### src/rtl/sar_pkg.sv
// rtl/sar_pkg.sv - shared state encoding and default parameters for the SAR controller
package sar_pkg;

   // Default resolution and track-phase length
   localparam int SAR_N_DEF          = 8;
   localparam int SAR_SAMPLE_CYC_DEF = 2;

   // Controller states
   typedef enum logic [1:0] {
      S_IDLE   = 2'd0,
      S_SAMPLE = 2'd1,
      S_CONV   = 2'd2,
      S_DONE   = 2'd3
   } sar_state_t;

endpackage

### src/rtl/sar_reg.sv
// rtl/sar_reg.sv - successive-approximation register and bit pointer
module sar_reg
   import sar_pkg::*;
#(
   parameter int N = SAR_N_DEF
) (
   input  logic         clk,
   input  logic         rst_n,
   input  logic         clear,
   input  logic         start,
   input  logic         step,
   input  logic         cmp,
   output logic [N-1:0] code,
   output logic [N-1:0] resolved,
   output logic         last
);

   localparam int          IW  = $clog2(N);
   localparam logic [N-1:0] ONE = {{(N-1){1'b0}}, 1'b1};
   localparam logic [IW-1:0] TOP = IW'(N - 1);

   logic [IW-1:0] idx;
   logic [N-1:0]  cur_mask;
   logic [N-1:0]  nxt_mask;

   // Trial bit under test, and the one below it that becomes the next trial
   always_comb begin
      cur_mask = ONE << idx;
      nxt_mask = '0;
      if (idx != '0) begin
         nxt_mask = ONE << (idx - IW'(1));
      end
   end

   // The trial bit is already set in code, so a 1 from the comparator just keeps it
   assign resolved = cmp ? code : (code & ~cur_mask);
   assign last     = (idx == '0);

   // Code/pointer update: clear beats start beats a bit-trial step
   always_ff @(posedge clk) begin
      if (!rst_n) begin
         code <= '0;
         idx  <= TOP;
      end else if (clear) begin
         code <= '0;
         idx  <= TOP;
      end else if (start) begin
         code <= ONE << TOP;
         idx  <= TOP;
      end else if (step) begin
         code <= resolved | nxt_mask;
         if (idx != '0) begin
            idx <= idx - IW'(1);
         end
      end
   end

endmodule

### src/rtl/sar_ctrl.sv
// rtl/sar_ctrl.sv - SAR ADC conversion sequencer with registered outputs
module sar_ctrl
   import sar_pkg::*;
#(
   parameter int N          = SAR_N_DEF,
   parameter int SAMPLE_CYC = SAR_SAMPLE_CYC_DEF
) (
   input  logic         clk,
   input  logic         rst_n,
   input  logic         en,
   input  logic         cmp_out,
   output logic         sample,
   output logic         cmp_en,
   output logic [N-1:0] dac_code,
   output logic [N-1:0] dout,
   output logic         dout_valid,
   output logic         busy
);

   sar_state_t   state;
   sar_state_t   state_nxt;
   logic [3:0]   samp_cnt;
   logic         sar_clear;
   logic         sar_start;
   logic         sar_step;
   logic         sar_last;
   logic [N-1:0] sar_resolved;
   logic         sample_d;
   logic         cmp_en_d;
   logic         busy_d;
   logic         valid_d;

   // State register
   always_ff @(posedge clk) begin
      if (!rst_n) begin
         state <= S_IDLE;
      end else begin
         state <= state_nxt;
      end
   end

   // Track-phase length counter, zero whenever we are not tracking
   always_ff @(posedge clk) begin
      if (!rst_n) begin
         samp_cnt <= '0;
      end else if (state == S_SAMPLE) begin
         samp_cnt <= samp_cnt + 4'd1;
      end else begin
         samp_cnt <= '0;
      end
   end

   // Next-state logic; dropping en aborts tracking or trials straight to idle
   always_comb begin
      state_nxt = state;
      case (state)
         S_IDLE:   state_nxt = en ? S_SAMPLE : S_IDLE;
         S_SAMPLE: begin
            if (!en) begin
               state_nxt = S_IDLE;
            end else if (samp_cnt == 4'(SAMPLE_CYC - 1)) begin
               state_nxt = S_CONV;
            end
         end
         S_CONV: begin
            if (!en) begin
               state_nxt = S_IDLE;
            end else if (sar_last) begin
               state_nxt = S_DONE;
            end
         end
         S_DONE:   state_nxt = en ? S_SAMPLE : S_IDLE;
         default:  state_nxt = S_IDLE;
      endcase
   end

   // Output decode from the next state so the registered outputs line up with the state
   always_comb begin
      sample_d  = (state_nxt == S_SAMPLE);
      cmp_en_d  = (state_nxt == S_CONV);
      busy_d    = (state_nxt != S_IDLE);
      valid_d   = (state == S_CONV) && (state_nxt == S_DONE);
      sar_clear = (state_nxt == S_IDLE) || (state_nxt == S_SAMPLE);
      sar_start = (state_nxt == S_CONV) && (state != S_CONV);
      sar_step  = (state == S_CONV) && en;
   end

   // Output registers; dout captures the code including the final bit decision
   always_ff @(posedge clk) begin
      if (!rst_n) begin
         sample     <= 1'b0;
         cmp_en     <= 1'b0;
         busy       <= 1'b0;
         dout_valid <= 1'b0;
         dout       <= '0;
      end else begin
         sample     <= sample_d;
         cmp_en     <= cmp_en_d;
         busy       <= busy_d;
         dout_valid <= valid_d;
         if (valid_d) begin
            dout <= sar_resolved;
         end
      end
   end

   sar_reg #(
      .N (N)
   ) u_sar_reg (
      .clk      (clk),
      .rst_n    (rst_n),
      .clear    (sar_clear),
      .start    (sar_start),
      .step     (sar_step),
      .cmp      (cmp_out),
      .code     (dac_code),
      .resolved (sar_resolved),
      .last     (sar_last)
   );

endmodule

### config.mk
export PLATFORM = sky130hd
export DESIGN_NAME = sar_ctrl
export DESIGN_NICKNAME = d
export VERILOG_FILES = /design/src/rtl/sar_pkg.sv /design/src/rtl/sar_reg.sv /design/src/rtl/sar_ctrl.sv
export SDC_FILE = /design/constraint.sdc
export NUM_CORES = 1
export LEC_CHECK = 0
export ABC_AREA = 1
export CAP_MARGIN = 20
export CORE_MARGIN = 3
export CORE_UTILIZATION = 37
export CTS_CLUSTER_SIZE = 10
export DETAILED_ROUTE_END_ITERATION = 10
export GPL_ROUTABILITY_DRIVEN = 1
export PLACE_DENSITY_LB_ADDON = 0.2
export SYNTH_ARGS = -nofsm -noshare
export SYNTH_HDL_FRONTEND = slang
export SYNTH_SLANG_ARGS = --single-unit
### constraint.sdc
create_clock -name clk -period 2.15 [get_ports clk]
set_clock_uncertainty 0.1 [all_clocks]
set_input_delay 0.5375 -clock clk [delete_from_list [all_inputs] [get_ports clk]]
set_output_delay 0.5375 -clock clk [all_outputs]
set_load 0.005 [all_outputs]
==> metrics.md <==
| Metric | Value |
|---|---|
| Die width | around 70 um |
| Yosys cell types | 28 |
| Kind of critical path | primary input to flop |
| Hold Path Class | flop to flop |
| Hold endpoint | samp_cnt[0]$_SDFF_PN0_ |
| Count leader, synth | nand2_1 |
| Core Region | around 3800 um2 |
| Grt ovf | 0 |
| Slew of the pin with the lowest slew margin | 334 ps |
| Unrepaired setup endpoints after global routing | no |
| Post-DP HPWL | 2220 um |
| Post_cts resized | 0 |
| Hold bufs inserted after CTS | 0 |
| Post-synth top area cell | dfxtp_1 |
| Initial antenna violation count | 0 |
| Number of DRC markers in iteration 0 | 83 |
| IO Pins | 24 |
| Fin. Hold Viols | 0 |
| Post-DR wirelength/cell | between 10 and 15 um |
| Area occupied by multi-input gates | ~780 um2 |
| Ant diodes | 0 |
| Postcts setup bufs | 0 |
| First-pass GRT wire length | 5040 um |
| I/O Buffers | 23 |
| Ys flop type | dfxtp_1 |
| CTS tree | built |
| Total number of vias | roughly 1200 |
| Die area | slightly below 5000 um2 |
| Worst R2R Path Depth | 7 |
| Avg Inst Size Synth | a little under 8 um2 |
| Crit. End Element | flop |
| Setup-failing EPs final | 0 |
| Reg2Reg Setup Slack | between 300 and 400 ps |
| Post-DRT Antenna Nets | 0 |
| FFs w/ async S/R, synth | 0 |
| FF-to-FF End | u_sar_reg.code[4]$_SDFFE_PP0P_ |
| Startpoint of the worst-slack reg-to-reg timing path | u_sar_reg.idx[0]$_SDFFE_PP1P_ |
| Largest cells by area after synthesis | dfxtp_1 38%, nand2_1 8.4%, ha_1 8.2%, inv_1 6.9%, nand3_1 5.9% |
| FMAX | 0.545 GHz |
| Top post-synthesis cells by count | 34 x nand2_1, 29 x dfxtp_1, 28 x inv_1, 18 x nand3_1, 15 x nor2_1 |
| Crit path DAT | between 1500 and 2000 ps |
| Syn Nets | 210 |
| Yosys warning total | 0 |
| Area fraction of the dominant cell type after synthesis | 0.382 |
| Required time of the worst setup path | about 2200 ps |
| Worst-path maximum fanout | 9 |
| Register area share after synthesis | 0.382 |
| Clock-pin slew on the worst setup and hold paths | approximately 60 ps |
| FF+latch area | ~580 um2 |
| CP Launch Type | primary input |
| Slew HR | 0.777 |
| CTS Buf Count | 5 |
| Post-synth EDFFs | 0 |
| Share of layout cells above drive strength 1 | 0.160 |
| Mapped Area | 1520 um2 |
| Row cnt | 22 |
| Worst slack, placed | 8.56 ps |
| DIE HEIGHT | between 70 and 80 um |
| Routed vias/inst | 4.48 |
| Starting Density | 0.401 |
| Pre-antenna DRT Iters | 4 |
| Leak | ~0.0008 uW |
| Start point of the worst hold path | samp_cnt[0]$_SDFF_PN0_ |
| H-Tree Depth | 2 |
| Routability cong. | around 0.8 |
| Worst setup margin | 316 ps |
| CTS root buffer | clkbuf_8 |
| Clk sinks | 29 |
| Hold Crit Depth | 1 |
| Nets | about 240 |
| Vias in the first global route | 1145 |
| Status | finished, final reports clean |
| Period utilization | 0.853 |
| Clock Tree Buf Depth | 2 |
| Synth Instances | 196 |
| Worst skew pair latency | 270 ps |
| Fin Setup TNS | 0 ps |
| All-layer global routing usage | 0.130 |
| Yosys reg bits | 29 |
| Max-cap violations | 0 |
| Fillers | between 400 and 500 |
| Final Critical Period | 1830 ps |
| Syn-to-layout area delta | 24.2% |
| Peak supply drop | about 270 uV |
| Slew Viols, Final | 0 |
| Cell Pwr Density | ~550 nW/um2 |
| DRC Markers | 0 |
| WL final | roughly 2900 um |
| Largest net degree at the start of global routing | 12 |
through the flow:
| stage | power [uW] | hold slack, ps | area, um2 | instances | utilization |
|---|---|---|---|---|---|
| finish | 1040 | 364 | 1890 | 273 | 0.497 |
| global route | 1090 | 388 | 1890 | 273 | 0.497 |
| CTS | 1060 | 369 | 1890 | 273 | 0.497 |
| detailed placement | 610 | 355 | 1800 | 266 | 0.475 |
| global placement | 610 | 351 | 1800 | 266 | 0.475 |
| floorplan | 590 | 333 | 1520 | 196 | - |
registers in the layout, indices dropped and copies added (netlist names):
register / flops
dout: 8
u_sar_reg.code: 8
samp_cnt: 4
u_sar_reg.idx: 3
state: 2
busy: 1
cmp_en: 1
dout_valid: 1
sample: 1
cells by family (layout without fill, tap and decap cells):
kind of cell,after synthesis,in the layout,synth area share
xor+xnor,2,2,0.0115
simple gates,97,97,0.345
flops,29,29,0.382
buf+inv,38,67,0.108
mux,1,1,0.00658
fa+ha+maj,10,10,0.0822
compound gates,19,19,0.0658
power by group:
group | leakage, uW | internal [uW] | total (uW) | switching (uW)
clock network | 0.0000443 | 253 | 440 | 187
logic | 0.000540 | 22.1 | 52.2 | 30.1
registers | 0.000234 | 543 | 545 | 2.68
final cells by class:
cell class / instances / area share
Multi-Input combinational cell: 129 / 0.411
Timing Repair Buffer: 26 / 0.134
Inverter: 34 / 0.0702
Clock buffer: 7 / 0.0457
Sequential cell: 29 / 0.307
Tap cell: 48 / 0.0318
cell usage in the layout, fill, tap and decap left out:
cell type        count
xnor2_1              2
clkbuf_8             6
ha_1                10
nand3b_1             1
o21ai_1              2
clkdlybuf4s50_1     23
buf_4                3
a21oi_1              3
nand3_1             18
nand2_8              1
nand2_1             34
mux2i_1              1
nand3_4              2
nor2_2               7
o21ai_0             12
o211ai_1             1
nand2_4              3
inv_1               28
dfxtp_1             29
inv_4                2
clkbuf_1             1
or2_1                1
inv_2                4
or2_2                1
nand4_1              7
nor2_1              15
nand2_2              5
nor2_4               2
o31ai_1              1
critical path, cell delays in order:
cell and delay [ps]:
clkdlybuf4s50_1 530, nand2_1 120, nor2_4 110, nand2_2 90, nand2_8 120, inv_2 40
nor2_2 100, inv_2 80, nand2_4 120, nor2_1 50
routing by layer:
layer,global-route usage,up-vias,wire length [um]
met1,0.160,523,1430
li1,-,671,-
met4,0.0638,0,46
met3,0.0460,5,132
met5,0,-,0
met2,0.198,25,1280
worst max-delay path by stage:
stage                        startpoint  slack, ps                              to
CTS                                  en        300  u_sar_reg.code[6]$_SDFFE_PP0P_
global route                         en        220  u_sar_reg.code[6]$_SDFFE_PP0P_
detailed placement                   en          9  u_sar_reg.code[6]$_SDFFE_PP0P_
finish                               en        320  u_sar_reg.code[6]$_SDFFE_PP0P_
global placement                     en         30  u_sar_reg.code[6]$_SDFFE_PP0P_
floorplan           state[0]$_SDFF_PN0_        570  u_sar_reg.code[6]$_SDFFE_PP0P_
(Power assumes the default switching activity.)
